[src/rtl/slurm16_memory_arbiter.sv]
`default_nettype none
// +--------------------------------------------------------------------------+
// | slurm16_memory_arbiter: N-channel valid/ready arbiter onto one SRAM port |
// | Rev 1.0 - round-robin / fixed priority with bounded lock bursts          |
// +--------------------------------------------------------------------------+
module slurm16_memory_arbiter #(
    parameter int BITS         = 16,
    parameter int ADDRESS_BITS = 16,
    parameter int CHANNELS     = 4,
    parameter int ROUND_ROBIN  = 1,
    parameter int MAX_BURST    = 8
) (
    input  logic                             CLK,
    input  logic                             RST,
    input  logic [CHANNELS-1:0]              req_valid,
    input  logic [CHANNELS-1:0]              req_wr,
    input  logic [CHANNELS-1:0]              req_lock,
    input  logic [CHANNELS*ADDRESS_BITS-1:0] req_address,
    input  logic [CHANNELS*BITS-1:0]         req_data,
    output logic [CHANNELS-1:0]              req_ready,
    output logic [BITS-1:0]                  rd_data,
    output logic [CHANNELS-1:0]              rd_valid,
    output logic [ADDRESS_BITS-1:0]          mem_address,
    output logic [BITS-1:0]                  mem_wdata,
    output logic                             mem_en,
    output logic                             mem_wr,
    input  logic [BITS-1:0]                  mem_rdata,
    output logic [$clog2(CHANNELS)-1:0]      owner,
    output logic                             locked
);

    localparam int IW = $clog2(CHANNELS);
    localparam int CW = $clog2(MAX_BURST + 1);

    typedef enum logic [0:0] {
        S_ARB   = 1'b0,
        S_OWNED = 1'b1
    } state_t;

    state_t              state_q;
    logic [IW-1:0]       ptr_q;
    logic [CW-1:0]       count_q;
    logic [IW-1:0]       owner_q;
    logic [CHANNELS-1:0] rd_valid_q;

    logic                win_any;
    logic [IW-1:0]       win_idx;
    logic                own_ok;
    logic                gnt_any;
    logic [IW-1:0]       gnt_idx;
    logic [CHANNELS-1:0] grant;
    logic [IW-1:0]       ptr_d;
    int                  idx;

    // First valid channel, searched upward from the pointer (or from 0 in fixed mode)
    always_comb begin
        win_any = 1'b0;
        win_idx = '0;
        idx     = 0;
        for (int k = 0; k < CHANNELS; k++) begin
            idx = (ROUND_ROBIN != 0) ? (int'(ptr_q) + k) % CHANNELS : k;
            if (!win_any && req_valid[IW'(idx)]) begin
                win_any = 1'b1;
                win_idx = IW'(idx);
            end
        end
    end

    assign own_ok = req_valid[owner_q] & req_lock[owner_q] & (count_q < CW'(MAX_BURST));

    always_comb begin
        gnt_any = 1'b0;
        gnt_idx = '0;
        grant   = '0;
        if (!RST) begin
            if (state_q == S_ARB) begin
                gnt_any = win_any;
                gnt_idx = win_idx;
            end else begin
                gnt_any = own_ok;
                gnt_idx = owner_q;
            end
        end
        if (gnt_any) begin
            grant[gnt_idx] = 1'b1;
        end
    end

    assign ptr_d       = IW'((int'(gnt_idx) + 1) % CHANNELS);
    assign req_ready   = grant;
    assign mem_en      = gnt_any;
    assign mem_wr      = gnt_any & req_wr[gnt_idx];
    assign mem_address = gnt_any ? req_address[gnt_idx*ADDRESS_BITS +: ADDRESS_BITS] : '0;
    assign mem_wdata   = gnt_any ? req_data[gnt_idx*BITS +: BITS] : '0;
    assign rd_data     = mem_rdata;
    assign rd_valid    = rd_valid_q;
    assign owner       = owner_q;
    assign locked      = (state_q == S_OWNED);

    always_ff @(posedge CLK or posedge RST) begin
        if (RST) begin
            state_q    <= S_ARB;
            ptr_q      <= '0;
            count_q    <= '0;
            owner_q    <= '0;
            rd_valid_q <= '0;
        end else begin
            rd_valid_q <= grant & {CHANNELS{~mem_wr}};
            if (gnt_any && ROUND_ROBIN != 0) begin
                ptr_q <= ptr_d;
            end
            case (state_q)
                S_ARB: begin
                    if (gnt_any && req_lock[gnt_idx]) begin
                        state_q <= S_OWNED;
                        owner_q <= gnt_idx;
                        count_q <= CW'(1);
                    end
                end
                default: begin
                    if (gnt_any) begin
                        count_q <= count_q + CW'(1);
                    end else begin
                        // Burst limit hit: hand priority to the channel after the owner
                        if (ROUND_ROBIN != 0 && req_valid[owner_q] && req_lock[owner_q]) begin
                            ptr_q <= IW'((int'(owner_q) + 1) % CHANNELS);
                        end
                        state_q <= S_ARB;
                        owner_q <= '0;
                        count_q <= '0;
                    end
                end
            endcase
        end
    end

endmodule
`default_nettype wire

[config.mk]
export PLATFORM = sky130hd
export DESIGN_NAME = slurm16_memory_arbiter
export DESIGN_NICKNAME = d
export VERILOG_FILES = /design/src/rtl/slurm16_memory_arbiter.sv
export SDC_FILE = /design/constraint.sdc
export NUM_CORES = 1
export LEC_CHECK = 0
export ABC_AREA = 1
export CORE_AREA = 2 2 86 88
export DETAILED_ROUTE_END_ITERATION = 12
export DIE_AREA = 0 0 88 90
export DONT_BUFFER_PORTS = 1
export MAX_ROUTING_LAYER = met4
export PLACE_DENSITY = 0.45
export SLEW_MARGIN = 10
export SYNTH_ARGS = -nofsm -noshare
export SYNTH_HDL_FRONTEND = slang
export SYNTH_SLANG_ARGS = --single-unit
[constraint.sdc]
create_clock -name CLK -period 3.9 [get_ports CLK]
set_clock_uncertainty 0.2 [all_clocks]
set_input_delay 1.17 -clock CLK [delete_from_list [all_inputs] [get_ports CLK]]
set_output_delay 1.17 -clock CLK [all_outputs]
set_load 0.01 [all_outputs]
After elaboration in Yosys (flattened, before gate mapping)
Index checks and enable logic that the tools add are counted.
- bits of input ports: 158
- output and inout port bits: 61
- flip-flop bits (word level): 13
- logic and storage cells: 88
- bitwise gates (word level): 5
- muxes and demuxes: 50
- add/sub/neg operators: 6
- reductions and logical operators: 11
- order comparisons: 8
- eq/ne operators: 1
- shift-type cells: 2
- operators by type and width (cell ; number):
    $shiftx A64 B7 Y16 ; 2
    $mux W16 ; 2
    $mux W2 ; 13
    $mux W1 ; 22
    $bmux W1 S2 ; 8
    $lt A2 B4 Y1 const B ; 4
    $mux W4 ; 4
    $add A2 B1 Y2 const B ; 3
    $logic_and A1 B1 Y1 ; 6
    $lt A2 B3 Y1 const B ; 2
    $add A2 B2 Y2 const B ; 2
    $add A4 B1 Y4 const B ; 1
    $and A4 B4 Y4 ; 1
    $lt A4 B4 Y1 const B ; 1
    $and A1 B1 Y1 ; 3
    $logic_not A1 Y1 ; 3
    $demux W1 S2 ; 1
    $ge A2 B1 Y1 const B ; 1
    $ne A2 B2 Y1 const B ; 1
    $reduce_and A2 Y1 ; 1
    $reduce_bool A2 Y1 ; 1
    $not A1 Y1 ; 1

Logic depth before layout (Yosys ltp)
- depth in word-level cells: 21
- mapped depth: 19
- mapped depth without buffers: 18

Worst setup path before layout
OpenSTA, ideal clock, no wires.
- kind: input-to-output
- start point: input port req_valid[3]
- end point: output port req_ready[2]
- path slack: -0.110 ns
- buffers on the path: 1
- data required time: 2.530 ns
- arrival: 2.640 ns
- cell stages on the path: 15
- path through: inv_1 nand2_1 nand3_1 nand2_2 nor2_4 nand3_1 nand3_1 nand2_1 nand2_1 nand2_1 nor2_4 buf_2 ha_1 inv_1 nor2_1
- cells in the longest elaborated chain, start to end: 20
- elaborated cells between the ends (all ways): 40
- classes of those cells: order compare (2); mux (29); bitwise (2); reduce/logical (7)
- RTL lines (item ; line ; text):
    from (decl) ; 15 ; input logic [CHANNELS-1:0] req_valid,
    $bmux W1 S2 ; 62 ; if (!win_any && req_valid[IW'(idx)]) begin
    $mux W1 (implied by the code) (2 in series) ; 62 ;
    $mux W1 ; 62 ;
    $logic_not A1 Y1 ; 62 ;
    $logic_and A1 B1 Y1 ; 62 ;
    $mux W1 ; 62 ;
    $logic_not A1 Y1 ; 62 ;
    $logic_and A1 B1 Y1 ; 62 ;
    (+3 left out) ; -- ;
    $mux W2 ; 62 ;
    $mux W2 ; 76 ; if (state_q == S_ARB) begin
    $mux W2 ; 75 ; if (!RST) begin
    $lt A2 B3 Y1 (implied by the code) / $ge A2 B1 Y1 (equally long branches) ; 85 ; grant[gnt_idx] = 1'b1;
    $logic_and A1 B1 Y1 (implied by the code) ; 85 ;
    $mux W1 (implied by the code) ; 85 ;
    $demux W1 S2 ; 85 ;
    $mux W4 (*) ; 84 ; if (gnt_any) begin
    to (decl) ; 20 ; output logic [CHANNELS-1:0] req_ready,
Every way passes the cells marked *; elsewhere a longest branch is shown, timed or not. The select of a mux whose other input is x is not followed.

Worst setup path in the final report
- start point: input port req_valid[2]
- end point: output port mem_address[11]
- cells in the longest elaborated chain, start to end: 17
- elaborated cells between the ends (all ways): 36
- classes of those cells: shift (1); mux (27); bitwise (2); reduce/logical (6)
- RTL lines (item ; line ; text):
    $bmux W1 S2 ; 62 ;
    $mux W1 (implied by the code) (2 in series) ; 62 ;
    $mux W1 ; 62 ;
    $logic_not A1 Y1 ; 62 ;
    $logic_and A1 B1 Y1 ; 62 ;
    $mux W1 ; 62 ;
    $logic_not A1 Y1 ; 62 ;
    $logic_and A1 B1 Y1 ; 62 ;
    $mux W1 ; 62 ;
    $logic_not A1 Y1 ; 62 ;
    $logic_and A1 B1 Y1 ; 62 ;
    $mux W2 ; 62 ;
    $mux W2 ; 76 ;
    $mux W2 ; 75 ;
    $shiftx A64 B7 Y16 ; 93 ; assign mem_address = gnt_any ? req_address[gnt_idx*ADDRESS_BITS +: ADDRESS_BITS] : '0;
    $mux W16 (*) ; 93 ;
    to (decl) ; 23 ; output logic [ADDRESS_BITS-1:0] mem_address,
Marked as above.

==> summary.txt <==
Clock tree
  • CTS root buf: clkbuf_8
  • Clock Tree Buf Depth: 2
  • Clock sinks: 13
  • Worst skew pair latency: between 200 and 250 ps
  • CTS Buf Count: 3
  • CTS clk-pin slew, worst paths: 60 ps
  • CTS H-tree depth: 1
  • CTS tree: built

Layout
  • Synth-to-layout area growth: 70.9%
  • Final Non-Filler Cells: about 520
  • Ant diodes: 0
  • # fillers: around 630
  • Final Instance Area: 3830 um2
  • Core Util, Final: 0.545
  • Fin nets: between 500 and 600
  • Layout cell share with drive strength beyond 1: 0.488

Synthesis
  • Leading cell types by count after synthesis: nand2_1, nor2_1, nand3_1, o21ai_0, inv_1
  • Area leader, netlist: nand2_1
  • Synth async-reset ratio: 1.00
  • Top_reg_cell synth: dfrtp_1
  • Mapped Area: between 2000 and 2500 um2
  • Synthesized flop and latch total: 13
  • Number of library cell types mapped by synthesis: 28
  • Most numerous cell in the Yosys netlist: nand2_1
  • Mean post-synth cell area: between 5 and 6 um2
  • EDFF count, synth: 0
  • Ys Warns: 0
  • Net Count, Synth: between 500 and 600
  • Yosys top cell area share: 0.230
  • Sequential share of the synthesized area: 0.145
  • Area contributors post-synth: nand2_1, dfrtp_1, nand3_1, o21ai_0, nor2_1
  • Gate count after technology mapping: roughly 400

Place
  • Port Buffer Count: 0
  • Post-Place Cell Area: 2480 um2
  • Post-place setup slack: -285 ps
  • Final RePlAce weighted congestion: just over 0.8
  • Post-DP HPWL: roughly 6000 um
  • # placed instances: 498

Setup path
  • Crit start category: primary input
  • Largest stage delay, worst path: 160 ps
  • Worst-path maximum fanout: 7
  • Crit-path cells: inv_4, nand2_4, nand3_4, nand2_4, nor2_4, nand3_2, nand3_2, nand2_2, nand2_2, nand2_2, nor2_4, buf_12, buf_16, buf_6, a31oi_1, buf_4
  • Crit-path slowest cell: nor2_4
  • Crit Path Class: primary input to output port
  • Delay-heaviest family, CP: simple AND/OR/NAND/NOR gates
  • Worst Path Arrival: approximately 2800 ps
  • Worst Path Required: approximately 2500 ps
  • CP most frequent cell: nand2_2
  • Setup crit end kind: output port
  • Crit path buf inv count: 5

Power
  • Leakage: 1.64 nW
  • Worst IR Drop VDD: 0.381 mV
  • Clock Power Share: 0.033
  • NetSw: around 0.002 W
  • Int Pwr: 0.00169 W
  • Cell Pwr Density: 950 nW/um2
  • Sw Share: 0.535
  • Combinational share of power: 0.892
  • Flop pwr share: 0.074

Floorplan
  • Initial core utilization: 0.319
  • Die W: around 88 um
  • Rows: 31
  • Core area: about 7000 um2
  • Die ar.: roughly 7900 um2
  • Die height: around 90 um
  • # IOs: 219

Job
  • Number of max-cap violations: 0

Route
  • Wirelength, routed: about 9400 um
  • DR DRC count: 0
  • Drt wl/cell: 18.0 um
  • 1st-iter DRT viols: 106
  • DRT antenna net count: 0
  • 1st-pass router iterations: 4
  • Vias/cell: approximately 5.4
  • Vias: 2,821

Global route
  • Grt ovf: 0
  • Initial antenna violation count: 0
  • Vias in the first global route: 2,584
  • Global-route wire length before repair: between 10,000 and 15,000 um
  • Gr usage total: 0.206
  • Pin count of the biggest net entering global routing: 30

Min path
  • Worst hold path class: flip-flop to flip-flop

Timing
  • Final period util: 1.07
  • Final Hold Fails: 0
  • Pins over their slew limit: 0
  • Unrepaired setup endpoints after global routing: true
  • Worst slew pin tran: 441 ps
  • Final setup viols: 37
  • Final min period: 4160 ps
  • Fmax: approximately 240 MHz
  • Slew HR: 0.705
  • Setup WS post-layout: -261 ps

Status
  • Status: complete, but fails checks
  • Failing checks: setup timing
[path summary, 6_finish.rpt]
path,from,end,slack [ps],cells past startpoint
worst min register to register,count_q[1]$_DFFE_PP0P_,count_q[1]$_DFFE_PP0P_,340,2
max in group asynchronous,RST,owner[1]$_DFFE_PP0P_,2710,2
worst max register to register,ptr_q[0]$_DFF_PP0_,rd_valid[2]$_DFF_PP0_,1000,20
min in group asynchronous,RST,count_q[2]$_DFFE_PP0P_,640,2
worst max-delay path,req_valid[2],mem_address[11],-260,16
worst min-delay path,count_q[1]$_DFFE_PP0P_,count_q[1]$_DFFE_PP0P_,340,2
[layer usage]
metal	vias to the layer above	track usage	wire (um)
met5	-	-	0
met4	0	0.0256	192
met3	27	0.0174	364
met2	113	0.376	5200
met1	1338	0.249	3650
li1	1343	-	-
[repair_timing]
action | CTS | global route
endpoints found under the setup margin | 37 | 37
hold buffers | 0 | 0
setup buffers | 8 | 3
resized for setup | 89 | 151
gates cloned | 3 | 6
pin swaps | 24 | 37
[power groups by stage]
stage / clock [W] / sequential (W) / combinational [W]
final: 0.000121 / 0.000270 / 0.00324
after global routing: 0.000131 / 0.000278 / 0.00348
after CTS: 0.000123 / 0.000256 / 0.00254
after detailed placement: 0 / 0.000254 / 0.00196
after global placement: 0 / 0.000255 / 0.00195
after floorplan: 0 / 0.000226 / 0.00140
[tightest hold or removal path, cell delays in order (launching register included)]
cell and delay, ps:
dfrtp_1 370, nand3_1 80, nand2_1 60
[stage by stage]
stage / power [W] / setup TNS, ps / hold WS [ps]
after global placement: 0.00220 / -7650 / 326
after detailed placement: 0.00221 / -7220 / 327
after CTS: 0.00292 / -5790 / 338
after floorplan: 0.00163 / -99.4 / 294
after global routing: 0.00389 / -10430 / 372
final: 0.00363 / -7400 / 337
[sequential cells by signal, summed over array words and instances, names as in the netlist]
register and count:
rd_valid 4, owner 2, locked 1, ptr_q 2
count_q 4
[cell usage in the layout, fill, tap and decap left out, types with 9 or more instances in the layout]
| cell | n |
|---|---|
| o22ai_2 | 9 |
| o21ai_1 | 16 |
| nor2_4 | 28 |
| nor2_2 | 12 |
| buf_4 | 32 |
| dfrtp_1 | 12 |
| nand3_1 | 18 |
| buf_6 | 10 |
| inv_1 | 14 |
| a31oi_4 | 9 |
| o21ai_0 | 14 |
| nand2_4 | 13 |
| nand2_1 | 115 |
| nand3_2 | 14 |
| nand2_2 | 15 |
[cell families (layout without fill, tap and decap cells)]
logic type,count (synthesis),in the layout,share of synthesized area
flip-flops,13,13,0.145
adder cells (fa/ha/maj),5,5,0.0279
multiplexers,1,1,0.00447
buffers and inverters,67,92,0.168
AND/OR/NAND/NOR,238,238,0.468
XOR/XNOR,2,2,0.00782
AO/OA/AOI/OAI,71,71,0.179
[final cells by class]
type | instances | area, um2 | share of cell area
multi-input cells | 317 | 2400 | 0.627
repair buffers | 60 | 751 | 0.196
flip-flops and latches | 13 | 329 | 0.0860
inverters | 28 | 176 | 0.0461
well taps | 99 | 124 | 0.0324
clock buffers | 3 | 41.3 | 0.0108
clock inverters | 1 | 5.00 | 0.00131
(Power assumes the default switching activity.)
